### src/rtl/hms_counter_if.sv
// Load request and time-of-day bundle between the timekeeping core and its
// controller/display side.
interface hms_counter_if;
    logic       load;
    logic [4:0] load_hour;
    logic [5:0] load_min;
    logic [5:0] load_sec;
    logic [4:0] hour;
    logic [5:0] min;
    logic [5:0] sec;
    logic       sec_tick;
    logic       day_wrap;
    logic       load_err;
    logic       stalled;

    modport master (
        output load, load_hour, load_min, load_sec,
        input  hour, min, sec, sec_tick, day_wrap, load_err, stalled
    );

    modport slave (
        input  load, load_hour, load_min, load_sec,
        output hour, min, sec, sec_tick, day_wrap, load_err, stalled
    );
endinterface

### src/rtl/hms_counter.sv
// Time-of-day core: counts hours/minutes/seconds from the 1 Hz blink wave,
// accepts validated time loads and flags a missing time base.
module hms_counter #(
    parameter int STALL_MAX = 150000000
) (
    input  logic          clk,
    input  logic          reset,
    input  logic          blink_in,
    hms_counter_if.slave  bus
);
    localparam int             CW          = $clog2(STALL_MAX + 1);
    localparam logic [CW-1:0]  STALL_MAX_C = CW'(STALL_MAX);
    localparam logic [CW-1:0]  CNT_ONE_C   = CW'(1);

    logic          sync1_r, sync2_r, prev_r;
    logic [4:0]    hour_r;
    logic [5:0]    min_r, sec_r;
    logic          sec_tick_r, day_wrap_r, load_err_r, stalled_r;
    logic [CW-1:0] stall_cnt_r;

    logic          rise_s, load_ok_s;
    logic [4:0]    hour_nx_s;
    logic [5:0]    min_nx_s, sec_nx_s;
    logic          tick_nx_s, wrap_nx_s, err_nx_s;
    logic [CW-1:0] stall_cnt_nx_s;

    assign rise_s    = sync2_r & ~prev_r;
    assign load_ok_s = (bus.load_hour <= 5'd23) && (bus.load_min <= 6'd59) &&
                       (bus.load_sec <= 6'd59);

    // Next time value: a valid load wins over a coincident rise; a rejected
    // load only raises load_err and lets the rise advance the clock.
    always_comb begin
        hour_nx_s = hour_r;
        min_nx_s  = min_r;
        sec_nx_s  = sec_r;
        tick_nx_s = 1'b0;
        wrap_nx_s = 1'b0;
        err_nx_s  = 1'b0;
        if (bus.load && load_ok_s) begin
            hour_nx_s = bus.load_hour;
            min_nx_s  = bus.load_min;
            sec_nx_s  = bus.load_sec;
        end else begin
            err_nx_s = bus.load;
            if (rise_s) begin
                tick_nx_s = 1'b1;
                if (sec_r == 6'd59) begin
                    sec_nx_s = 6'd0;
                    if (min_r == 6'd59) begin
                        min_nx_s = 6'd0;
                        if (hour_r == 5'd23) begin
                            hour_nx_s = 5'd0;
                            wrap_nx_s = 1'b1;
                        end else begin
                            hour_nx_s = hour_r + 5'd1;
                        end
                    end else begin
                        min_nx_s = min_r + 6'd1;
                    end
                end else begin
                    sec_nx_s = sec_r + 6'd1;
                end
            end else begin
                tick_nx_s = 1'b0;
            end
        end
    end

    // Stall counter: cleared by every rise, saturates at STALL_MAX.
    always_comb begin
        stall_cnt_nx_s = stall_cnt_r;
        if (rise_s) begin
            stall_cnt_nx_s = '0;
        end else if (stall_cnt_r != STALL_MAX_C) begin
            stall_cnt_nx_s = stall_cnt_r + CNT_ONE_C;
        end else begin
            stall_cnt_nx_s = stall_cnt_r;
        end
    end

    // Input synchronizer and edge-history flops.
    always_ff @(posedge clk or negedge reset) begin
        if (!reset) begin
            sync1_r <= 1'b0;
            sync2_r <= 1'b0;
            prev_r  <= 1'b0;
        end else begin
            sync1_r <= blink_in;
            sync2_r <= sync1_r;
            prev_r  <= sync2_r;
        end
    end

    // Time registers, status pulses and stall monitor.
    always_ff @(posedge clk or negedge reset) begin
        if (!reset) begin
            hour_r      <= 5'd0;
            min_r       <= 6'd0;
            sec_r       <= 6'd0;
            sec_tick_r  <= 1'b0;
            day_wrap_r  <= 1'b0;
            load_err_r  <= 1'b0;
            stall_cnt_r <= '0;
            stalled_r   <= 1'b0;
        end else begin
            hour_r      <= hour_nx_s;
            min_r       <= min_nx_s;
            sec_r       <= sec_nx_s;
            sec_tick_r  <= tick_nx_s;
            day_wrap_r  <= wrap_nx_s;
            load_err_r  <= err_nx_s;
            stall_cnt_r <= stall_cnt_nx_s;
            // Compare the next count so stalled rises exactly STALL_MAX edges after the last rise.
            stalled_r   <= (stall_cnt_nx_s == STALL_MAX_C);
        end
    end

    assign bus.hour     = hour_r;
    assign bus.min      = min_r;
    assign bus.sec      = sec_r;
    assign bus.sec_tick = sec_tick_r;
    assign bus.day_wrap = day_wrap_r;
    assign bus.load_err = load_err_r;
    assign bus.stalled  = stalled_r;
endmodule

### src/flat_wrapper.sv
// flat-port wrapper written by rule: the top's interface ports become plain ports
module hms_counter_flat 
#(
    parameter int STALL_MAX = 150000000
)
  (clk, reset, blink_in, bus_load, bus_load_hour, bus_load_min, bus_load_sec, bus_hour, bus_min, bus_sec, bus_sec_tick, bus_day_wrap, bus_load_err, bus_stalled);
  hms_counter_if bus_i ();
  input  logic clk;
  input  logic reset;
  input  logic blink_in;
  input wire logic [$bits(bus_i.load)-1:0] bus_load;
  input wire logic [$bits(bus_i.load_hour)-1:0] bus_load_hour;
  input wire logic [$bits(bus_i.load_min)-1:0] bus_load_min;
  input wire logic [$bits(bus_i.load_sec)-1:0] bus_load_sec;
  output wire logic [$bits(bus_i.hour)-1:0] bus_hour;
  output wire logic [$bits(bus_i.min)-1:0] bus_min;
  output wire logic [$bits(bus_i.sec)-1:0] bus_sec;
  output wire logic [$bits(bus_i.sec_tick)-1:0] bus_sec_tick;
  output wire logic [$bits(bus_i.day_wrap)-1:0] bus_day_wrap;
  output wire logic [$bits(bus_i.load_err)-1:0] bus_load_err;
  output wire logic [$bits(bus_i.stalled)-1:0] bus_stalled;
  assign bus_i.load = bus_load;
  assign bus_i.load_hour = bus_load_hour;
  assign bus_i.load_min = bus_load_min;
  assign bus_i.load_sec = bus_load_sec;
  assign bus_hour = bus_i.hour;
  assign bus_min = bus_i.min;
  assign bus_sec = bus_i.sec;
  assign bus_sec_tick = bus_i.sec_tick;
  assign bus_day_wrap = bus_i.day_wrap;
  assign bus_load_err = bus_i.load_err;
  assign bus_stalled = bus_i.stalled;
  hms_counter #(.STALL_MAX(STALL_MAX)) u_core (.clk(clk), .reset(reset), .blink_in(blink_in), .bus(bus_i));
endmodule
### config.mk
export PLATFORM = sky130hd
export DESIGN_NAME = hms_counter_flat
export DESIGN_NICKNAME = d
export VERILOG_FILES = /design/src/rtl/hms_counter_if.sv /design/src/rtl/hms_counter.sv /design/src/flat_wrapper.sv
export SDC_FILE = /design/constraint.sdc
export NUM_CORES = 1
export LEC_CHECK = 0
export CAP_MARGIN = 10
export CELL_PAD_IN_SITES_DETAIL_PLACEMENT = 1
export CELL_PAD_IN_SITES_GLOBAL_PLACEMENT = 2
export CORE_ASPECT_RATIO = 0.6
export CORE_MARGIN = 4
export CORE_UTILIZATION = 37
export CTS_BUF_LIST = sky130_fd_sc_hd__clkbuf_4 sky130_fd_sc_hd__clkbuf_8 sky130_fd_sc_hd__clkbuf_16
export CTS_CLUSTER_DIAMETER = 120
export DETAILED_ROUTE_END_ITERATION = 6
export MAX_ROUTING_LAYER = met4
export PLACE_DENSITY = 0.84
export SYNTH_ARGS = -nofsm -noshare
export SYNTH_HDL_FRONTEND = slang
export SYNTH_SLANG_ARGS = --single-unit
### constraint.sdc
create_clock -name clk -period 4.5 [get_ports clk]
set_input_delay 1.125 -clock clk [delete_from_list [all_inputs] [get_ports clk]]
set_output_delay 1.125 -clock clk [all_outputs]
set_load 0.03 [all_outputs]
==> Word level (Yosys, flattened, before mapping) <==
Cells that the tools add are included.
{ "word_totals": {"register_bits": 52, "latch_bits": 0, "mem_bits_rw": 0, "romBits": 0, "input_bits": 21, "output_inout_bits": 21, "elab_cells": 55, "mem_count": 0} }
{ "op_classes": {"add_sub_neg": 4, "n_mul": 0, "div": 0, "n_lt_le_gt_ge": 3, "eq_ne": 5, "shift": 0, "mux": 22, "bitwise": 2, "reduce_logical": 8} }
{ "op_table": {"columns": ["operator", "count"], "rows": [
  ["$mux 28", 2],
  ["$mux 6", 7],
  ["$add 28x1->28 const B", 1],
  ["$eq 28x28->1 const B", 1],
  ["$ne 28x28->1 const B", 1],
  ["$mux 5", 5],
  ["$add 6x1->6 const B", 2],
  ["$eq 6x6->1 const B", 2],
  ["$le 6x6->1 const B", 2],
  ["$mux 1", 8],
  ["$reduce_bool 2->1", 3],
  ["$add 5x1->5 const B", 1],
  ["$eq 5x5->1 const B", 1],
  ["$le 5x5->1 const B", 1],
  ["$logic_and 1x1->1", 3],
  ["$reduce_and 3->1", 1],
  ["$reduce_and 2->1", 1],
  ["$and 1x1->1", 1],
  ["$not 1->1", 1]
]} }

==> Depth between registers and ports, before layout <==
Gate-level depths: netlist of run 1.
{ "logic_depth": {"word_depth": 6, "depth_mapped": 8} }

==> Least setup slack after synthesis of run 1 <==
OpenSTA, ideal clock, no wires.
{ "synth_timing": {"path_kind": "input to register", "from": "input port bus_load_min[4]", "to": "register u_core.sec_r[2], in the netlist u_core.bus.sec[2]", "setup_time_ps": 135, "t_arrival_ps": 2400, "t_required_ps": 4365, "path_slack_ps": 1964, "path_stages": 6, "path_buffers": 3, "path_cell_list": "nand4_1 and4_1 clkbuf_1 buf_1 clkbuf_1 o21ai_0"} }
{ "synth_via": {"elab_chain_len": 5, "word_cells_on_any_way": 6, "cone_classes": "order compare: 1; mux: 1; reduce/logical: 4"} }
{ "synth_rtl": {"columns": ["item", "line_no", "source"], "rows": [
  ["from (decl)", "flat_wrapper.sv:13", "input wire logic [$bits(bus_i.load_min)-1:0] bus_load_min;"],
  ["$le 6x6->1 *", "hms_counter.sv:28", "assign load_ok_s = (bus.load_hour <= 5'd23) && (bus.load_min <= 6'd59) &&"],
  ["$logic_and 1x1->1 * (2 in a row)", "hms_counter.sv:28", null],
  ["$logic_and 1x1->1 *", "hms_counter.sv:40", "if (bus.load && load_ok_s) begin"],
  ["$mux 6 or $reduce_bool 2->1 (tied branches)", null, null],
  ["to (signal assigned)", "hms_counter.sv:109", "sec_r <= sec_nx_s;"],
  ["to (decl)", "hms_counter.sv:17", "logic [5:0] min_r, sec_r;"]
]} }
Mark *: on every way between the ends. The rest lies on a longest branch, timed or not.
A chain may end at the register's enable or synchronous reset.

==> Worst setup path after layout of run 1 <==
{ "layout_timing": {"from": "input port bus_load_sec[4]", "to": "register u_core.min_r[0], in the netlist u_core.bus.min[0]"} }
{ "layout_via": {"elab_chain_len": 5, "word_cells_on_any_way": 7, "cone_classes": "order compare: 1; mux: 1; reduce/logical: 5"} }
{ "layout_rtl": {"columns": ["item", "line_no", "source"], "rows": [
  ["from (decl)", "flat_wrapper.sv:14", "input wire logic [$bits(bus_i.load_sec)-1:0] bus_load_sec;"],
  ["$le 6x6->1 *", "hms_counter.sv:29", "(bus.load_sec <= 6'd59);"],
  ["$logic_and 1x1->1 *", "hms_counter.sv:28", null],
  ["$logic_and 1x1->1 *", "hms_counter.sv:40", null],
  ["$reduce_bool 2->1 (no source line)", null, null],
  ["$reduce_and 2->1 (no source line)", null, null],
  ["to (signal assigned)", "hms_counter.sv:108", "min_r <= min_nx_s;"],
  ["to (decl)", "hms_counter.sv:17", null]
]} }
Marks and branches as above.

==> results of run 1 <==
-- final cells by class --
cell class                 instances  area [sq um]
timing repair buffer              44           428
clock buffer                       7           153
sequential                        52          1300
inverter                          10          37.5
multi-input combinational        268          1710
tap                              108           135
fill                             952          4330
-- Yosys cell counts, drive strengths merged (10+ instances only) --
library cell / instances
dfrtp: 52
nand3: 18
clkbuf: 10
nand4: 16
nor2: 29
a21oi: 23
o21ai: 33
nor3: 11
inv: 10
nor4: 11
nand2: 25
-- power by group --
group / leakage, uW / internal (uW) / switching [uW]
clock: 0.0000760 / 234 / 170
sequential: 0.000685 / 527 / 104
combinational: 0.000774 / 174 / 229
-- per-stage QoR --
stage	power (uW)	worst slack, ns	hold WS, ns	cell area (sq um)	utilization
2_1_floorplan	868	1.96	0.331	3180	-
3_3_place_gp	1030	1.14	0.334	3620	0.446
3_5_place_dp	1040	1.03	0.337	3620	0.446
4_1_cts	1450	1.36	0.352	3770	0.465
5_1_grt	1520	1.19	0.383	3770	0.465
6_report	1440	1.36	0.353	3770	0.465
-- logic make-up after synthesis --
family,count (synthesis),share of synthesized area
XOR/XNOR,14,0.0385
AND/OR/NAND/NOR,160,0.304
buffers and inverters,27,0.0531
adder cells (fa/ha/maj),5,0.0197
flip-flops,52,0.409
multiplexers,7,0.0224
AO/OA/AOI/OAI,82,0.153
-- routing by layer --
metal  GRT usage  routed length [um]  up-vias
met2       0.260                3870       85
met3      0.0428                 703        6
met1       0.310                4940     1416
met4      0.0456                  87        0
met5           -                   0        -
li1            -                   -     1365
-- flip-flops by register name, summed over array words and instances (netlist names) --
signal               count
u_core.bus.sec           6
u_core.sync1_r           1
u_core.sync2_r           1
u_core.bus.day_wrap      1
u_core.stall_cnt_r      28
u_core.bus.sec_tick      1
u_core.bus.load_err      1
u_core.bus.min           6
u_core.prev_r            1
u_core.bus.hour          5
u_core.bus.stalled       1
-- final timing paths --
| check | start | endpoint | slack (ns) | cells past startpoint |
|---|---|---|---|---|
| setup / recovery | bus_load_sec[4] | u_core.bus.min[0]$_DFFE_PN0P_ | 1.36 | 5 |
| setup reg to reg | u_core.stall_cnt_r[2]$_DFF_PN0_ | u_core.bus.stalled$_DFF_PN0_ | 1.52 | 6 |
| max in group asynchronous | reset | u_core.bus.hour[4]$_DFFE_PN0P_ | 2.83 | 2 |
| min in group asynchronous | reset | u_core.stall_cnt_r[2]$_DFF_PN0_ | 0.86 | 1 |
| hold / removal | u_core.sync1_r$_DFF_PN0_ | u_core.sync2_r$_DFF_PN0_ | 0.35 | 0 |
| hold reg to reg | u_core.sync1_r$_DFF_PN0_ | u_core.sync2_r$_DFF_PN0_ | 0.35 | 0 |
==> impl_metrics.py, run 1 <==
metrics = {
    "die": {
        "die_h_um": 79.8,
        "num_io_pins": 42,
        "rows": 25,
        "core_sq_um": 8100,
        "die-area_sq_um": 10200,
        "initial_core_util": 0.393,
        "die_x_um": 128,
    },
    "placed_design": {
        "dp_cells": 482,
        "port_buffers": 41,
        "routabilityCongestion": 0.846,
        "hpwl_mm": 7.09,
    },
    "timing": {
        "clock_skew_ns": 0.00482,
        "min_period_over_period": 0.698,
        "max-slew-margin-rel": 0.332,
        "maxSlewViolCount": 0,
        "fmax_mhz": 318,
        "final-hold-violation-count": 0,
        "fin_tns_setup_ns": 0,
        "final.min_clock_period_ns": 3.14,
        "setup_viol": 0,
        "tightestPinTransition_ns": 0.993,
        "rsz0062_at_grt": "false",
    },
    "detailed_routing": {
        "vias": 2872,
        "drt_pass1_iterations": 4,
        "wirelength_mm": 9.60,
        "drt_iter0_drc": 279,
        "wire_per_inst_um": 19.6,
        "detail_route.vias_per_cell": 5.87,
        "drc": 0,
        "ant_nets": 0,
    },
    "clock_tree": {
        "clk_pin_slew_ns": 0.07,
        "cts_made_buffers": 5,
        "clk_latency_ns": 0.29,
        "ctsResizeCount": 0,
        "cts.root.buffer_cell": "clkbuf_16",
        "cts_setup_buffers": 0,
        "cts_max_path_buffers": 2,
        "tritoncts": "yes",
        "clock_sinks": 52,
        "htree_levels": 2,
        "holdBufCountCts": 0,
    },
    "critical_path": {
        "required_ns": 4.68,
        "cp_cell_sequence": "clkdlybuf4s50_1, nand4_1, and4_1, a21oi_1, mux2_2",
        "cp-end-kind": "register",
        "cp.arrival_ns": 3.32,
        "worstSetupPathType": "in -> reg",
        "cp_max_fo": 17,
        "slowest_stage": "a21oi_1",
        "max_stage_delay_ns": 0.62,
        "crit_family": "simple AND/OR/NAND/NOR gates",
        "cp.buffers_inverters": 1,
        "start_kind": "input port",
    },
    "yosys": {
        "synth_area_leaders": "dfrtp_1, o21ai_0, a21oi_1",
        "ys.flop_type": "dfrtp_1",
        "synth.distinct_cells": 55,
        "ys_warn_count": 0,
        "synth_area_per_cell_sq_um": 9.17,
        "synth_top_area_frac": 0.409,
        "synth-async-reset-ratio": 1.00,
        "postSynthCellCount": 347,
        "syn_area_sq_um": 3180,
        "syn_nets": 373,
        "synth_seq_area_share": 0.409,
        "yosysTopAreaCell": "dfrtp_1",
        "ys_seq_elements": 52,
        "synth_edf_count": 0,
    },
    "power": {
        "p_leak_uw": 0.00154,
        "max-vdd-ir-drop_v": 0.000229,
        "power_density_nw_per_um2": 381,
    },
    "flow_run": {
        "cap_violations": 0,
    },
    "global_route": {
        "grt_pass1_wl_mm": 15.5,
        "grt_max_degree": 30,
        "antenna_found_initial": 0,
        "grt_util_all_layers": 0.200,
        "overflow": 0,
        "grt_pass1_vias": 2776,
    },
    "finish": {
        "n_antenna_cell": 0,
        "final_common_cell": "dfrtp_1",
        "layout.nets": 407,
        "drive_gt1_frac": 0.0787,
        "layout_common_cells": "dfrtp_1, clkdlybuf4s50_1, o21ai_0",
        "fin_cells": 489,
        "syn2layout_area_growth_pct": 18.4,
    },
    "worst_hold_path": {
        "hold_class": "reg -> reg",
    },
    "outcome": {
        "status": "finished, final reports clean",
    },
}
No activity file was read; power rests on OpenSTA's default activity.
==> run 2, diff against run 1 <==
--- a/config.mk
+++ b/config.mk
@@ -10,12 +10,12 @@
 export CELL_PAD_IN_SITES_GLOBAL_PLACEMENT = 2
 export CORE_ASPECT_RATIO = 0.6
 export CORE_MARGIN = 4
-export CORE_UTILIZATION = 37
+export CORE_UTILIZATION = 31
 export CTS_BUF_LIST = sky130_fd_sc_hd__clkbuf_4 sky130_fd_sc_hd__clkbuf_8 sky130_fd_sc_hd__clkbuf_16
 export CTS_CLUSTER_DIAMETER = 120
 export DETAILED_ROUTE_END_ITERATION = 6
 export MAX_ROUTING_LAYER = met4
-export PLACE_DENSITY = 0.84
+export PLACE_DENSITY = 0.75
 export SYNTH_ARGS = -nofsm -noshare
 export SYNTH_HDL_FRONTEND = slang
 export SYNTH_SLANG_ARGS = --single-unit
==> constraint.sdc (replaced) <==
create_clock -name clk -period 2.66 [get_ports clk]
set_input_delay 0.665 -clock clk [delete_from_list [all_inputs] [get_ports clk]]
set_output_delay 0.665 -clock clk [all_outputs]
set_load 0.03 [all_outputs]
==> run 2 against run 1 <==
Compared with the run above:
- critical path depth up 2
- critical endpoint is now u_core.bus.stalled$_DFF_PN0_
- power up 81%
- critical path type is now reg -> reg
- first-iteration DRC count down 32%
==> impl_metrics.py, run 2 (synthesized netlist as in run 1, its figures left out) <==
metrics = {
    "outcome": {
        "status": "finished, final reports clean",
    },
    "clock_tree": {
        "clk_latency_ns": 0.30,
        "cts.root.buffer_cell": "clkbuf_16",
        "cts_made_buffers": 5,
        "tritoncts": "yes",
        "clk_pin_slew_ns": 0.08,
        "htree_levels": 2,
        "cts_max_path_buffers": 2,
        "clock_sinks": 52,
    },
    "global_route": {
        "grt_pass1_vias": 2895,
        "grt_util_all_layers": 0.171,
        "antenna_found_initial": 0,
        "grt_pass1_wl_mm": 16.0,
        "grt_max_degree": 28,
        "overflow": 0,
    },
    "finish": {
        "regArea_sq_um": 1310,
        "layout_common_cells": "dfrtp_1, clkdlybuf4s50_1, o21ai_0",
        "drive_gt1_frac": 0.126,
        "n_antenna_cell": 0,
        "multi_input_area_sq_um": 1730,
        "final_common_cell": "dfrtp_1",
        "largest_reg_flops": 28,
        "syn2layout_area_growth_pct": 24.7,
        "fin_area_sq_um": 3970,
        "fin_cells": 531,
        "regMostFlops": "u_core.stall_cnt_r",
        "fill_cells": 1176,
        "layout.nets": 422,
    },
    "die": {
        "num_io_pins": 42,
        "core_sq_um": 9950,
        "die_x_um": 139,
        "die_h_um": 86.5,
        "initial_core_util": 0.320,
        "rows": 28,
        "die-area_sq_um": 12000,
    },
    "critical_path": {
        "r2r_setup_slack_ns": 0.14,
        "required_ns": 2.85,
        "cp-end-kind": "register",
        "cp.arrival_ns": 2.71,
        "slowest_stage": "or4_4",
        "rr_startpoint": "u_core.stall_cnt_r[0]$_DFF_PN0_",
        "r2r_cells": 7,
        "worstSetupPathType": "reg -> reg",
        "cp_max_fo": 7,
        "r2r-end": "u_core.bus.stalled$_DFF_PN0_",
        "start_kind": "register",
        "cp_cell_sequence": "ha_2, nand4_4, or4_4, o211a_1, nor4_4, nand4b_1, nor4_2",
        "max_stage_delay_ns": 0.60,
    },
    "power": {
        "power_frac_clock": 0.320,
        "internal_power_uw": 1740,
        "p_seq_frac": 0.411,
        "comb_power_share": 0.269,
        "swShare": 0.330,
        "p_sw_uw": 859,
        "p_leak_uw": 0.00163,
        "max-vdd-ir-drop_v": 0.000294,
        "power_density_nw_per_um2": 655,
    },
    "detailed_routing": {
        "vias": 2845,
        "wirelength_mm": 9.54,
        "detail_route.vias_per_cell": 5.36,
        "drt_pass1_iterations": 4,
        "ant_nets": 0,
        "wire_per_inst_um": 18.0,
        "drc": 0,
        "drt_iter0_drc": 190,
    },
    "timing": {
        "final-hold-violation-count": 0,
        "rsz0062_at_grt": "false",
        "fmax_mhz": 397,
        "fin_tns_setup_ns": 0,
        "tightestPinTransition_ns": 0.676,
        "final.min_clock_period_ns": 2.52,
        "max-slew-margin-rel": 0.545,
        "min_period_over_period": 0.947,
        "clock_skew_ns": 0.0139,
        "maxSlewViolCount": 0,
        "setup_viol": 0,
    },
    "placed_design": {
        "placed_area_sq_um": 3750,
        "hpwl_mm": 7.29,
        "port_buffers": 41,
        "routabilityCongestion": 0.830,
        "dp_cells": 523,
    },
    "flow_run": {
        "cap_violations": 0,
    },
    "worst_hold_path": {
        "hold_class": "in -> async",
    },
}
## run 2: worst max-delay path, delay by kind of cell, from the launching register on
kind                     cells  cell delay (ns)
AO/OA/AOI/OAI                1             0.27
adder cells (fa/ha/maj)      1             0.23
flip-flops                   1             0.41
AND/OR/NAND/NOR              5             1.51
## run 2: metrics by stage
step / util / total power [uW] / setup slack, ns / hold WS [ns]
5_1_grt: 0.399 / 2760 / 0.00424 / 0.281
2_1_floorplan: - / 1470 / 0.379 / 0.331
3_5_place_dp: 0.377 / 1770 / 0.0726 / 0.344
6_report: 0.399 / 2600 / 0.140 / 0.256
4_1_cts: 0.396 / 2620 / 0.0335 / 0.271
3_3_place_gp: 0.377 / 1770 / 0.0834 / 0.332
## run 2: power groups by stage
stage | sequential [uW] | clock (uW) | combinational, uW
4_1_cts | 1070 | 857 | 697
6_report | 1070 | 832 | 698
3_3_place_gp | 1080 | 0 | 685
2_1_floorplan | 1160 | 0 | 305
3_5_place_dp | 1080 | 0 | 694
5_1_grt | 1100 | 894 | 771
## run 2: layout make-up
cell class / count / area share
multi-input combinational: 268 / 0.436
clock buffer: 5 / 0.0315
tap: 135 / 0.0426
inverter: 10 / 0.00946
clock inverter: 2 / 0.0151
sequential: 52 / 0.329
timing repair buffer: 59 / 0.136
## run 2: routing by layer
layer / vias up / wire length (um) / track usage
li1: 1385 / - / -
met2: 46 / 3650 / 0.222
met1: 1409 / 5470 / 0.272
met5: - / 0 / -
met3: 5 / 368 / 0.0358
met4: 0 / 49 / 0.0213
## run 2: what timing repair did
item,4_1_cts,5_1_grt
hold buffers,0,0
buffers inserted,0,1
gates resized for setup,0,6
endpoints found under the setup margin,0,1
## run 2: worst max path at each step
stage / start / end / slack, ns
2_1_floorplan: u_core.stall_cnt_r[0]$_DFF_PN0_ / u_core.bus.stalled$_DFF_PN0_ / 0.38
5_1_grt: u_core.stall_cnt_r[0]$_DFF_PN0_ / u_core.bus.stalled$_DFF_PN0_ / 0.004
3_5_place_dp: u_core.stall_cnt_r[1]$_DFF_PN0_ / u_core.bus.stalled$_DFF_PN0_ / 0.07
6_report: u_core.stall_cnt_r[0]$_DFF_PN0_ / u_core.bus.stalled$_DFF_PN0_ / 0.14
4_1_cts: u_core.stall_cnt_r[1]$_DFF_PN0_ / u_core.bus.stalled$_DFF_PN0_ / 0.03
3_3_place_gp: u_core.stall_cnt_r[1]$_DFF_PN0_ / u_core.bus.stalled$_DFF_PN0_ / 0.08
==> RTL edit 1 (config.mk and constraints of run 2) <==
Make the reset (`reset`) synchronous in 2 clocked blocks.
--- a/src/rtl/hms_counter.sv
+++ b/src/rtl/hms_counter.sv
@@ -81,5 +81,5 @@
 
     // Input synchronizer and edge-history flops.
-    always_ff @(posedge clk or negedge reset) begin
+    always_ff @(posedge clk) begin
         if (!reset) begin
             sync1_r <= 1'b0;
@@ -94,5 +94,5 @@
 
     // Time registers, status pulses and stall monitor.
-    always_ff @(posedge clk or negedge reset) begin
+    always_ff @(posedge clk) begin
         if (!reset) begin
             hour_r      <= 5'd0;
Function: differs if reset is asserted again (counterexample within 4 cycles, from zero or initial values and one cycle with reset low); with reset held inactive, the same outputs for 10 cycles.
==> RTL edit 1 against run 2 <==
  * Final area is 9.0% lower
  * Maximum frequency increased by 2.5%
  * Sequential share of layout area down 4.1 points
  * Critical endpoint is now u_core.bus.stalled
  * Die area fell by 11%
  * Non-clock buffer count did not move
  * Final cell count shrank 5.6%
  * Routed wire length down 2.8%
  * Highest routed layer unchanged
  * Sequential cell count did not move
  * Setup slack better by 0.061 ns
  * Area after synthesis decreased by 11%
  * Count of clock-buffer cells in the layout up 1
Power is not compared: it rests on default switching activity, and its combinational part moved more than twofold at a synthesized area within 25%.
==> RTL edit 1: results <==
metrics = {
    "status": {
        "status": "finished clean",
    },
    "route": {
        "met1_length_mm": 5.32,
        "drtPass1Iterations": 5,
    },
    "grt": {
        "grt_pass1_wl_mm": 15.2,
        "first_global_vias": 2688,
        "grtUsageMet2_pct": 23.5,
        "gr-usage-met3_pct": 3.55,
        "grt_usage_pct": 18.5,
        "grt_max_degree": 36,
    },
    "placement": {
        "dp_slack_ns": 0.138,
        "dpl.hpwl_mm": 7.05,
        "post_dp_cell_area_sq_mm": 0.00346,
        "place_congestion": 0.854,
    },
    "timing": {
        "worstMarginPinSlew_ns": 0.510,
        "fin_hold_ws_ns": 0.438,
    },
    "yosys": {
        "syn_inst": 335,
        "yosysSeqAreaShare_pct": 36.9,
        "synth_fp_nets": 361,
        "async_flop_share_pct": 0,
        "synth_commonest_cells": "52 x dfxtp_1, 38 x nor2_1, 33 x nand2_1, 18 x xor2_1, 17 x nand3_1",
    },
    "worst_hold_path": {
        "hold_class": "reg -> reg",
    },
    "worst_setup_path": {
        "cp_max_fo": 6,
        "r2r_end": "u_core.bus.stalled",
    },
    "finish": {
        "finalNonFillerCells": 501,
        "drive_above_1_share_pct": 10.5,
    },
}
[RTL edit 1: how the worst max path moves through the flow]
stage	start	endpoint	slack, ns	cells past startpoint
global route	u_core.stall_cnt_r[0]	u_core.bus.stalled	0.01	8
CTS	u_core.stall_cnt_r[0]	u_core.bus.stalled	0.1	8
finish	u_core.stall_cnt_r[0]	u_core.bus.stalled	0.20	8
detailed placement	bus_load	u_core.bus.sec[5]	0.14	7
floorplan	u_core.stall_cnt_r[0]	u_core.bus.stalled	0.42	8
global placement	bus_load	u_core.bus.sec[5]	0.19	7
[RTL edit 1: cells by family (layout without fill, tap and decap cells)]
kind of cell	Yosys count	in the layout	synth area share, %
AO/OA/AOI/OAI	61	61	15.0
XOR/XNOR	25	25	7.76
adder cells (fa/ha/maj)	5	5	2.22
buffers and inverters	18	72	2.75
flip-flops	52	52	36.9
multiplexers	4	4	1.42
AND/OR/NAND/NOR	170	170	33.9
[RTL edit 1: area by class of cell]
type,count,area (sq um)
fillers,1033,5070
inverters,6,22.5
flip-flops and latches,52,1040
clock buffers,6,133
multi-input cells,265,1710
repair buffers,59,558
well taps,112,140
clock inverters,1,5.00
[RTL edit 1: power groups by stage]
stage               sequential, mW  combinational, mW  clock, mW
floorplan                    0.898             0.0830          0
global placement             0.860              0.241          0
detailed placement           0.862              0.243          0
CTS                          0.844              0.245      0.675
global route                 0.852              0.264      0.710
finish                       0.845              0.242      0.643
[RTL edit 1: worst max-delay path, stage by stage, from the launching register on]
cell and delay (ns):
dfxtp_1 0.48, inv_1 0.14, ha_1 0.21, nor3b_1 0.14, and4_1 0.25, a2111oi_2 0.35, mux2i_1 0.17, or3_1 0.40
nor4_2 0.24
[RTL edit 1: repair_timing]
action,CTS,global route
endpoints found under the setup margin,0,1
setup buffers,0,0
gates resized for setup,0,2
==> RTL edit 2 (flow settings as in run 2) <==
Without the edit above. `STALL_MAX` is set to 150000000 in 2 places; all go to 75000000.
--- a/src/rtl/hms_counter.sv
+++ b/src/rtl/hms_counter.sv
@@ -2,5 +2,5 @@
 // accepts validated time loads and flags a missing time base.
 module hms_counter #(
-    parameter int STALL_MAX = 150000000
+    parameter int STALL_MAX = 75000000
 ) (
     input  logic          clk,
--- a/src/flat_wrapper.sv
+++ b/src/flat_wrapper.sv
@@ -2,5 +2,5 @@
 module hms_counter_flat 
 #(
-    parameter int STALL_MAX = 150000000
+    parameter int STALL_MAX = 75000000
 )
   (clk, reset, blink_in, bus_load, bus_load_hour, bus_load_min, bus_load_sec, bus_hour, bus_min, bus_sec, bus_sec_tick, bus_day_wrap, bus_load_err, bus_stalled);
Check against the original RTL: no difference found for any inputs over 10 cycles, from zero or initial values and one cycle with reset low; that may be too few to reach the edited logic, so the function may still have changed.
==> RTL edit 2 against run 2 <==
  * Area after synthesis decreased by 7.9%
  * Core utilization increased by 1.7 points
  * Routed wire length fell by 3.6%
  * Die area shrank 7.4%
  * Via count shrank 5.5%
  * Total power down 2.0%
  * Sequential cell count decreased by 1
  * Setup slack better by 0.087 ns
  * Final cell count is 2.6% lower
  * Worst hold slack better by 0.097 ns
  * Sequential share of layout area increased by 0.48 points
  * Final area down 3.6%
==> RTL edit 2: results <==
metrics = {
    "route": {
        "wl_per_cell_um": 17.8,
        "routed_via_density": 5.20,
        "drtPass1Iterations": 5,
        "dr.first_iter.drc_count": 116,
    },
    "timing": {
        "maxSlewHeadroom_pct": 61.9,
        "fin_skew_ns": 0.00594,
    },
    "placement": {
        "place_congestion": 0.838,
        "post_dp_cell_area_sq_mm": 0.00364,
        "dpl.hpwl_mm": 6.84,
        "io_buffers": 41,
    },
    "worst_setup_path": {
        "slowest_delay_ns": 0.43,
        "cp_slowest_cell": "dfrtp_1",
        "cp_max_fo": 8,
        "critPathArrivalTime_ns": 2.62,
    },
    "yosys": {
        "synth.area.top_cells": "dfrtp_1 44%, nor2_1 4.2%, o21ai_0 4.1%",
        "async_flop_share_pct": 100,
        "synth_commonest_cells": "51 x dfrtp_1, 33 x nor2_1, 30 x nand2_1, 24 x o21ai_0, 20 x a21oi_1",
        "synth_fp_nets": 354,
        "yosysSeqAreaShare_pct": 43.6,
    },
    "grt": {
        "grt_pass1_wl_mm": 15.6,
        "first_global_vias": 2781,
        "grt_antenna_before_repair": 0,
        "grt_max_degree": 32,
        "grt_usage_pct": 18.2,
    },
    "pwr": {
        "switchingPower_mw": 0.872,
        "p_leak_nw": 1.55,
        "ir_worst_vdd_mv": 0.383,
    },
    "finish": {
        "drive_above_1_share_pct": 12.4,
        "largest_reg_flops": 27,
        "regMostFlops": "u_core.stall_cnt_r",
        "design_area_sq_mm": 0.00382,
        "nets": 412,
        "fillers": 1098,
    },
    "status": {
        "status": "finished clean",
    },
}
-- RTL edit 2: cell types whose count changed in the layout (fill, tap and decap cells not counted), sizes merged, moves of 3 or more --
cell           run 2  this run
nor3b              6         3
nor2              29        33
nand2             25        30
xnor2              7        12
and4               8         5
o21ai             33        26
nand4             16         9
nor4              11         8
nor4b              1         5
nand2b             1         5
and2               8         1
a21oi             23        20
buf               19        28
or3                2         7
-- RTL edit 2: timing repair --
action | CTS | global route
endpoints found under the setup margin | 0 | 2
resized for setup | 0 | 3
hold endpoints to repair | 0 | 0
-- RTL edit 2: cell type report --
cell class	count	share of cell area (%)
timing repair buffer	68	16.2
clock inverter	2	0.916
clock buffer	6	3.63
tap	130	4.25
inverter	10	0.981
multi-input combinational	250	40.6
sequential	51	33.4
-- RTL edit 2: per-layer routing --
layer  track usage, %  wire, um  vias to the layer above
met5                -         0                        -
met4             4.76       113                        0
met3             4.00       311                        8
met2             23.1      3660                       32
met1             28.5      5100                     1350
li1                 -         -                     1298
-- RTL edit 2: worst paths after layout --
path,from,to,slack (ns),cells past startpoint
max in group asynchronous,reset,u_core.stall_cnt_r[12],1.74,2
min,reset,u_core.stall_cnt_r[0],0.35,1
max,u_core.stall_cnt_r[1],u_core.bus.stalled,0.23,8
min in group clk,u_core.sync1_r,u_core.sync2_r,0.36,0
max reg2reg,u_core.stall_cnt_r[1],u_core.bus.stalled,0.23,8
min reg2reg,u_core.sync1_r,u_core.sync2_r,0.36,0
-- RTL edit 2: cells by family after synthesis --
kind of cell / after synthesis / synth area share, %
compound gates: 67 / 13.6
xor+xnor: 18 / 5.38
fa+ha+maj: 6 / 2.48
buf+inv: 27 / 3.80
flops: 51 / 43.6
mux: 7 / 2.43
simple gates: 152 / 28.7
-- RTL edit 2: stage by stage --
step	hold slack (ns)	cells	setup WS, ns
2_1_floorplan	0.331	328	0.471
5_1_grt	0.367	517	0.0212
6_report	0.354	517	0.227
3_3_place_gp	0.348	509	0.0210
3_5_place_dp	0.336	509	-0.0641
4_1_cts	0.365	517	0.155
-- RTL edit 2: power by group through the flow --
stage	sequential, mW	clock [mW]	combinational [mW]
2_1_floorplan	1.16	0	0.280
3_3_place_gp	1.04	0	0.740
3_5_place_dp	1.04	0	0.745
4_1_cts	1.03	0.806	0.751
5_1_grt	1.05	0.842	0.826
6_report	1.03	0.778	0.744
